==> config.mk <==
export PLATFORM = sky130hd
export DESIGN_NAME = cmd_issuer
export DESIGN_NICKNAME = d
export VERILOG_FILES = /design/src/rtl/cmd_issuer.sv
export SDC_FILE = /design/constraint.sdc
export NUM_CORES = 1
export LEC_CHECK = 0
export CAP_MARGIN = 20
export CORE_MARGIN = 3
export CORE_UTILIZATION = 55
export DETAILED_ROUTE_END_ITERATION = 8
export MAX_ROUTING_LAYER = met4
export PLACE_DENSITY_LB_ADDON = 0.2
export SYNTH_ARGS = -nofsm -noshare
export SYNTH_HDL_FRONTEND = slang
export SYNTH_SLANG_ARGS = --single-unit
==> constraint.sdc <==
create_clock -name i_clk -period 8 [get_ports i_clk]
set_clock_uncertainty 0.2 [all_clocks]
set_input_delay 2 -clock i_clk [delete_from_list [all_inputs] [get_ports i_clk]]
set_output_delay 2 -clock i_clk [all_outputs]
set_load 0.03 [all_outputs]
==> src/rtl/cmd_issuer.sv <==
// Host-side command initiator: validates framed requests from the host link,
// drives one command onto the command bus, and returns a framed response.
module cmd_issuer #(
  parameter int unsigned TIMEOUT = 1000000,
  parameter logic [7:0]  SYNC_RX = 8'hA5,
  parameter logic [7:0]  SYNC_TX = 8'h5A
) (
  input  logic        i_clk,
  input  logic        i_rst,
  input  logic [7:0]  i_rx_data,
  input  logic        i_rx_valid,
  output logic        o_rx_ready,
  output logic [7:0]  o_tx_data,
  output logic        o_tx_valid,
  input  logic        i_tx_ready,
  output logic        o_cmd_come,
  output logic [15:0] o_cmd,
  output logic [31:0] o_cmd_param,
  input  logic        i_finish,
  input  logic [15:0] i_finish_code,
  output logic        o_busy,
  output logic [7:0]  o_err_cnt
);

  localparam int unsigned CNT_W = $clog2(TIMEOUT);
  localparam logic [CNT_W-1:0] CNT_LAST = CNT_W'(TIMEOUT - 1);

  localparam logic [7:0] ST_OK      = 8'h00;
  localparam logic [7:0] ST_CHK_ERR = 8'h01;
  localparam logic [7:0] ST_TIMEOUT = 8'h02;

  typedef enum logic [2:0] {HUNT, RECV, CHECK, ISSUE, WAIT, RESP} state_t;

  state_t           state;
  logic [7:0]       rx_buf [7];
  logic [2:0]       rx_idx;
  logic [7:0]       rx_xor;
  logic [15:0]      rsp_code;
  logic [7:0]       rsp_status;
  logic [2:0]       tx_idx;
  logic [CNT_W-1:0] wait_cnt;
  logic             fin_s1, fin_s2, fin_d;
  logic             fin_rise_c;
  logic [7:0]       rsp_chk_c;
  logic [7:0]       next_tx_c;

  assign fin_rise_c = fin_s2 & ~fin_d;
  assign rsp_chk_c  = rx_buf[0] ^ rx_buf[1] ^ rsp_code[15:8] ^ rsp_code[7:0] ^ rsp_status;

  // Response byte that follows the one currently at index tx_idx.
  always_comb begin
    next_tx_c = rsp_chk_c;
    case (tx_idx)
      3'd0:    next_tx_c = rx_buf[0];
      3'd1:    next_tx_c = rx_buf[1];
      3'd2:    next_tx_c = rsp_code[15:8];
      3'd3:    next_tx_c = rsp_code[7:0];
      3'd4:    next_tx_c = rsp_status;
      default: next_tx_c = rsp_chk_c;
    endcase
  end

  function automatic logic [7:0] sat_inc(input logic [7:0] v);
    return (v == 8'hFF) ? v : v + 8'd1;
  endfunction

  always_ff @(posedge i_clk) begin
    if (i_rst) begin
      state       <= HUNT;
      o_rx_ready  <= 1'b0;
      o_tx_data   <= 8'h00;
      o_tx_valid  <= 1'b0;
      o_cmd_come  <= 1'b0;
      o_cmd       <= 16'h0000;
      o_cmd_param <= 32'h0000_0000;
      o_busy      <= 1'b0;
      o_err_cnt   <= 8'h00;
      rx_idx      <= 3'd0;
      rx_xor      <= 8'h00;
      rsp_code    <= 16'h0000;
      rsp_status  <= ST_OK;
      tx_idx      <= 3'd0;
      wait_cnt    <= '0;
      fin_s1      <= 1'b0;
      fin_s2      <= 1'b0;
      fin_d       <= 1'b0;
      for (int i = 0; i < 7; i++) rx_buf[i] <= 8'h00;
    end else begin
      // Two sync flops plus one edge flop for the foreign-domain finish level.
      fin_s1 <= i_finish;
      fin_s2 <= fin_s1;
      fin_d  <= fin_s2;

      case (state)
        HUNT: begin
          o_rx_ready <= 1'b1;
          if (i_rx_valid && o_rx_ready && (i_rx_data == SYNC_RX)) begin
            state  <= RECV;
            rx_idx <= 3'd0;
            rx_xor <= 8'h00;
            o_busy <= 1'b1;
          end
        end

        RECV: begin
          if (i_rx_valid && o_rx_ready) begin
            rx_buf[rx_idx] <= i_rx_data;
            if (rx_idx == 3'd6) begin
              o_rx_ready <= 1'b0;
              state      <= CHECK;
            end else begin
              rx_xor <= rx_xor ^ i_rx_data;
              rx_idx <= rx_idx + 3'd1;
            end
          end
        end

        CHECK: begin
          if (rx_xor == rx_buf[6]) begin
            o_cmd       <= {rx_buf[0], rx_buf[1]};
            o_cmd_param <= {rx_buf[2], rx_buf[3], rx_buf[4], rx_buf[5]};
            state       <= ISSUE;
          end else begin
            rsp_code   <= 16'h0000;
            rsp_status <= ST_CHK_ERR;
            o_err_cnt  <= sat_inc(o_err_cnt);
            o_tx_valid <= 1'b1;
            o_tx_data  <= SYNC_TX;
            tx_idx     <= 3'd0;
            state      <= RESP;
          end
        end

        ISSUE: begin
          o_cmd_come <= 1'b1;
          wait_cnt   <= '0;
          state      <= WAIT;
        end

        WAIT: begin
          // Completion is checked first so it wins over a coincident timeout.
          if (fin_rise_c) begin
            rsp_code   <= i_finish_code;
            rsp_status <= ST_OK;
            o_cmd_come <= 1'b0;
            o_tx_valid <= 1'b1;
            o_tx_data  <= SYNC_TX;
            tx_idx     <= 3'd0;
            state      <= RESP;
          end else if (wait_cnt == CNT_LAST) begin
            rsp_code   <= 16'hFFFF;
            rsp_status <= ST_TIMEOUT;
            o_err_cnt  <= sat_inc(o_err_cnt);
            o_cmd_come <= 1'b0;
            o_tx_valid <= 1'b1;
            o_tx_data  <= SYNC_TX;
            tx_idx     <= 3'd0;
            state      <= RESP;
          end else begin
            wait_cnt <= wait_cnt + CNT_W'(1);
          end
        end

        RESP: begin
          if (i_tx_ready) begin
            if (tx_idx == 3'd6) begin
              o_tx_valid <= 1'b0;
              o_busy     <= 1'b0;
              o_rx_ready <= 1'b1;
              state      <= HUNT;
            end else begin
              o_tx_data <= next_tx_c;
              tx_idx    <= tx_idx + 3'd1;
            end
          end
        end

        default: state <= HUNT;
      endcase
    end
  end

endmodule

==> out/metrics.yaml <==
status: "finished, final reports clean"
die-height_um: 125
ys_ff_latch: 182
synth_nets: 873
leakage_nw: 3.27
drt.antenna.violating_nets: 0
yosysWarnings: 0
drtIter0Drc: 543
crit_required_ns: 7.89
end_kind: "flip-flop"
reg2reg_from: "state[0]"
die_area_um2: 15600
area_growth_pct: 20.4
seqPwrFrac_pct: 52.8
hold_path.class: "flip-flop to flip-flop"
fin_setup_tns_ns: 0
die_x_um: 125
maxCapViolCount: 0
antenna_found_initial: 0
worst_ep_arrival_time_ns: 4.16
worst_path_dominant_cell_family: "simple AND/OR/NAND/NOR gates"
setup_viol: 0
clkLatencyLatePin_ns: 0.43
globalRoute.totalOverflow: 0
grt_first_pass_wirelength_mm: 29.6
cts_made_buffers: 17
drive_gt1_share_pct: 5.21
avgSynthCellArea_um2: 9.29
finalNetCount: 946
clkPwrFrac_pct: 44.6
via_per_inst: 5.65
fmax_mhz: 234
syn_inst: 835
dpl.hpwl_mm: 12.1
synth-async-reset-ratio_pct: 0
drcViolationCount: 0
cts_setup_buffers: 0
combPwrFrac_pct: 2.7
rows: 42
grt_pass1_vias: 6096
crit_chain: "clkdlybuf4s50_1, and2_1, nand2_1, nor2_1, nand3_1, nand2b_1"
root_buffer: "clkbuf_16"
crit_type: "primary input to flip-flop"
tightest_slew_ns: 0.985
synth_area_um2: 7750
p_switching_uw: 378
cp.buffers_inverters: 1
globalplace.congestion: 0.897
io_pins: 97
vias: 6198
wl_per_cell_um: 16.0
grt_use_total_pct: 23.7
p_int_mw: 1.44
critPathLaunchType: "primary input"
mostFrequentLayoutCell: "nand2_1"
fin_crit_sh_pct: 53.4
hold_violations: 0
coreArea_um2: 13500
p_sw_share_pct: 20.8
start_util_pct: 57.4
min_from: "fin_s1"
slew_violations: 0
grt_max_degree: 76
cts_resized: 0
slew-limit-headroom_pct: 33.9
final_cell_mix: "nand2_1, dfxtp_1, nor2_1, clkdlybuf4s50_1, a21oi_1"
dr.pass1.iters: 6
vdd_drop_max_mv: 0.140
period_needed_ns: 4.27
ys_seq_area_share_pct: 53.2
routed_wirelength_mm: 17.6
crit_path_start: "i_rx_valid"
synth_edf_count: 48
rsz0062_at_grt: "no"
ys.flop_type: "dfxtp_1"
yosysUniqueCellTypes: 59
cts_sinks: 182
cts.hold.buffers_added: 0
critPathMaxFanout: 11
pwr_density_cell_nw_per_um2: 194
clk_path_buf_depth: 2
diodes: 0
htreeDepth: 4
slowest_stage: "nor2_1"
clk_pin_slew_worst_paths_ns: 0.06
cts_tree: "done"
placed_area_um2: 8770
finalInstanceArea_um2: 9340
port_buffers: 96
nFillCells: 1050
critPathMaxStageDelay_ns: 0.55
per-stage QoR:
step,util (%),instances,setup slack [ns],hold WS (ns),power (mW)
after floorplan,-,835,4.28,0.214,1.00
after global placement,64.9,1065,3.40,0.226,1.03
after detailed placement,64.9,1065,3.29,0.237,1.03
after CTS,69.1,1097,3.75,0.251,1.82
after global routing,69.1,1097,3.59,0.267,1.86
final,69.1,1097,3.73,0.250,1.82
power groups by stage:
| stage | combinational (mW) | sequential (mW) | clock, mW |
|---|---|---|---|
| 6_report | 0.0484 | 0.958 | 0.809 |
| 3_3_place_gp | 0.0466 | 0.979 | 0 |
| 5_1_grt | 0.0524 | 0.959 | 0.852 |
| 4_1_cts | 0.0484 | 0.958 | 0.815 |
| 2_1_floorplan | 0.0257 | 0.977 | 0 |
| 3_5_place_dp | 0.0481 | 0.979 | 0 |
state kept, by name, summed over array words and instances, names as in the netlist, 2 cells and up:
name         cells
tx_idx           3
rsp_status       2
o_err_cnt        8
o_cmd           16
rx_buf          56
state            3
wait_cnt        20
rx_idx           3
o_tx_data        8
rx_xor           8
o_cmd_param     32
rsp_code        16
final cells by class:
type	count	area [µm²]	share of cell area, %
timing repair buffer	100	986	10.6
tap	176	220	2.36
sequential	182	4120	44.2
clock buffer	18	439	4.70
multi-input combinational	590	3370	36.1
clock inverter	14	133	1.42
inverter	17	63.8	0.683
cells in the mapped netlist, drive strengths merged, types with 2 or more instances:
master | n | area (µm²)
a211oi | 4 | 30.0
a21o | 3 | 22.5
a21oi | 81 | 409
a222oi | 8 | 80.1
a22oi | 2 | 28.8
a311oi | 2 | 17.5
a31oi | 5 | 31.3
and2 | 3 | 18.8
and3 | 3 | 18.8
and4 | 4 | 35.0
buf | 11 | 63.8
clkbuf | 35 | 133
dfxtp | 134 | 2680
edfxtp | 48 | 1440
ha | 9 | 113
inv | 16 | 60.1
mux2i | 12 | 120
nand2 | 142 | 533
nand2b | 12 | 75.1
nand3 | 21 | 110
nand3b | 2 | 15.0
nand4 | 8 | 50.1
nand4b | 2 | 23.8
nor2 | 116 | 435
nor2b | 8 | 50.1
nor3 | 3 | 26.3
nor3b | 2 | 15.0
nor4 | 4 | 37.5
o21ai | 16 | 80.1
o21bai | 2 | 26.3
o221ai | 3 | 26.3
o22ai | 4 | 25.0
o2bb2ai | 16 | 140
or2 | 2 | 12.5
or3 | 16 | 100
or4 | 4 | 33.8
xnor2 | 29 | 254
xor2 | 34 | 298
cell families (layout without fill, tap and decap cells):
family / count (synthesis) / after routing / share of synthesized area [%]
AND/OR/NAND/NOR: 354 / 354 / 20.8
flip-flops: 182 / 182 / 53.2
AO/OA/AOI/OAI: 152 / 152 / 12.6
XOR/XNOR: 63 / 63 / 7.12
buffers and inverters: 63 / 149 / 3.36
multiplexers: 12 / 12 / 1.55
adder cells (fa/ha/maj): 9 / 9 / 1.45
path summary, 6_finish.rpt:
kind / to / slack, ns / depth (start not counted)
setup / recovery: rx_buf[0][5] / 3.73 / 6
hold / removal: fin_s2 / 0.25 / 1
setup reg to reg: rx_buf[0][5] / 4.56 / 5
hold reg to reg: fin_s2 / 0.25 / 1
metal layers:
layer | wire, µm | track usage [%]
met1 | 7890 | 30.7
met2 | 8430 | 37.4
met3 | 870 | 4.25
met4 | 390 | 8.45
met5 | 0 | -
No activity file was read; power rests on OpenSTA's default activity.
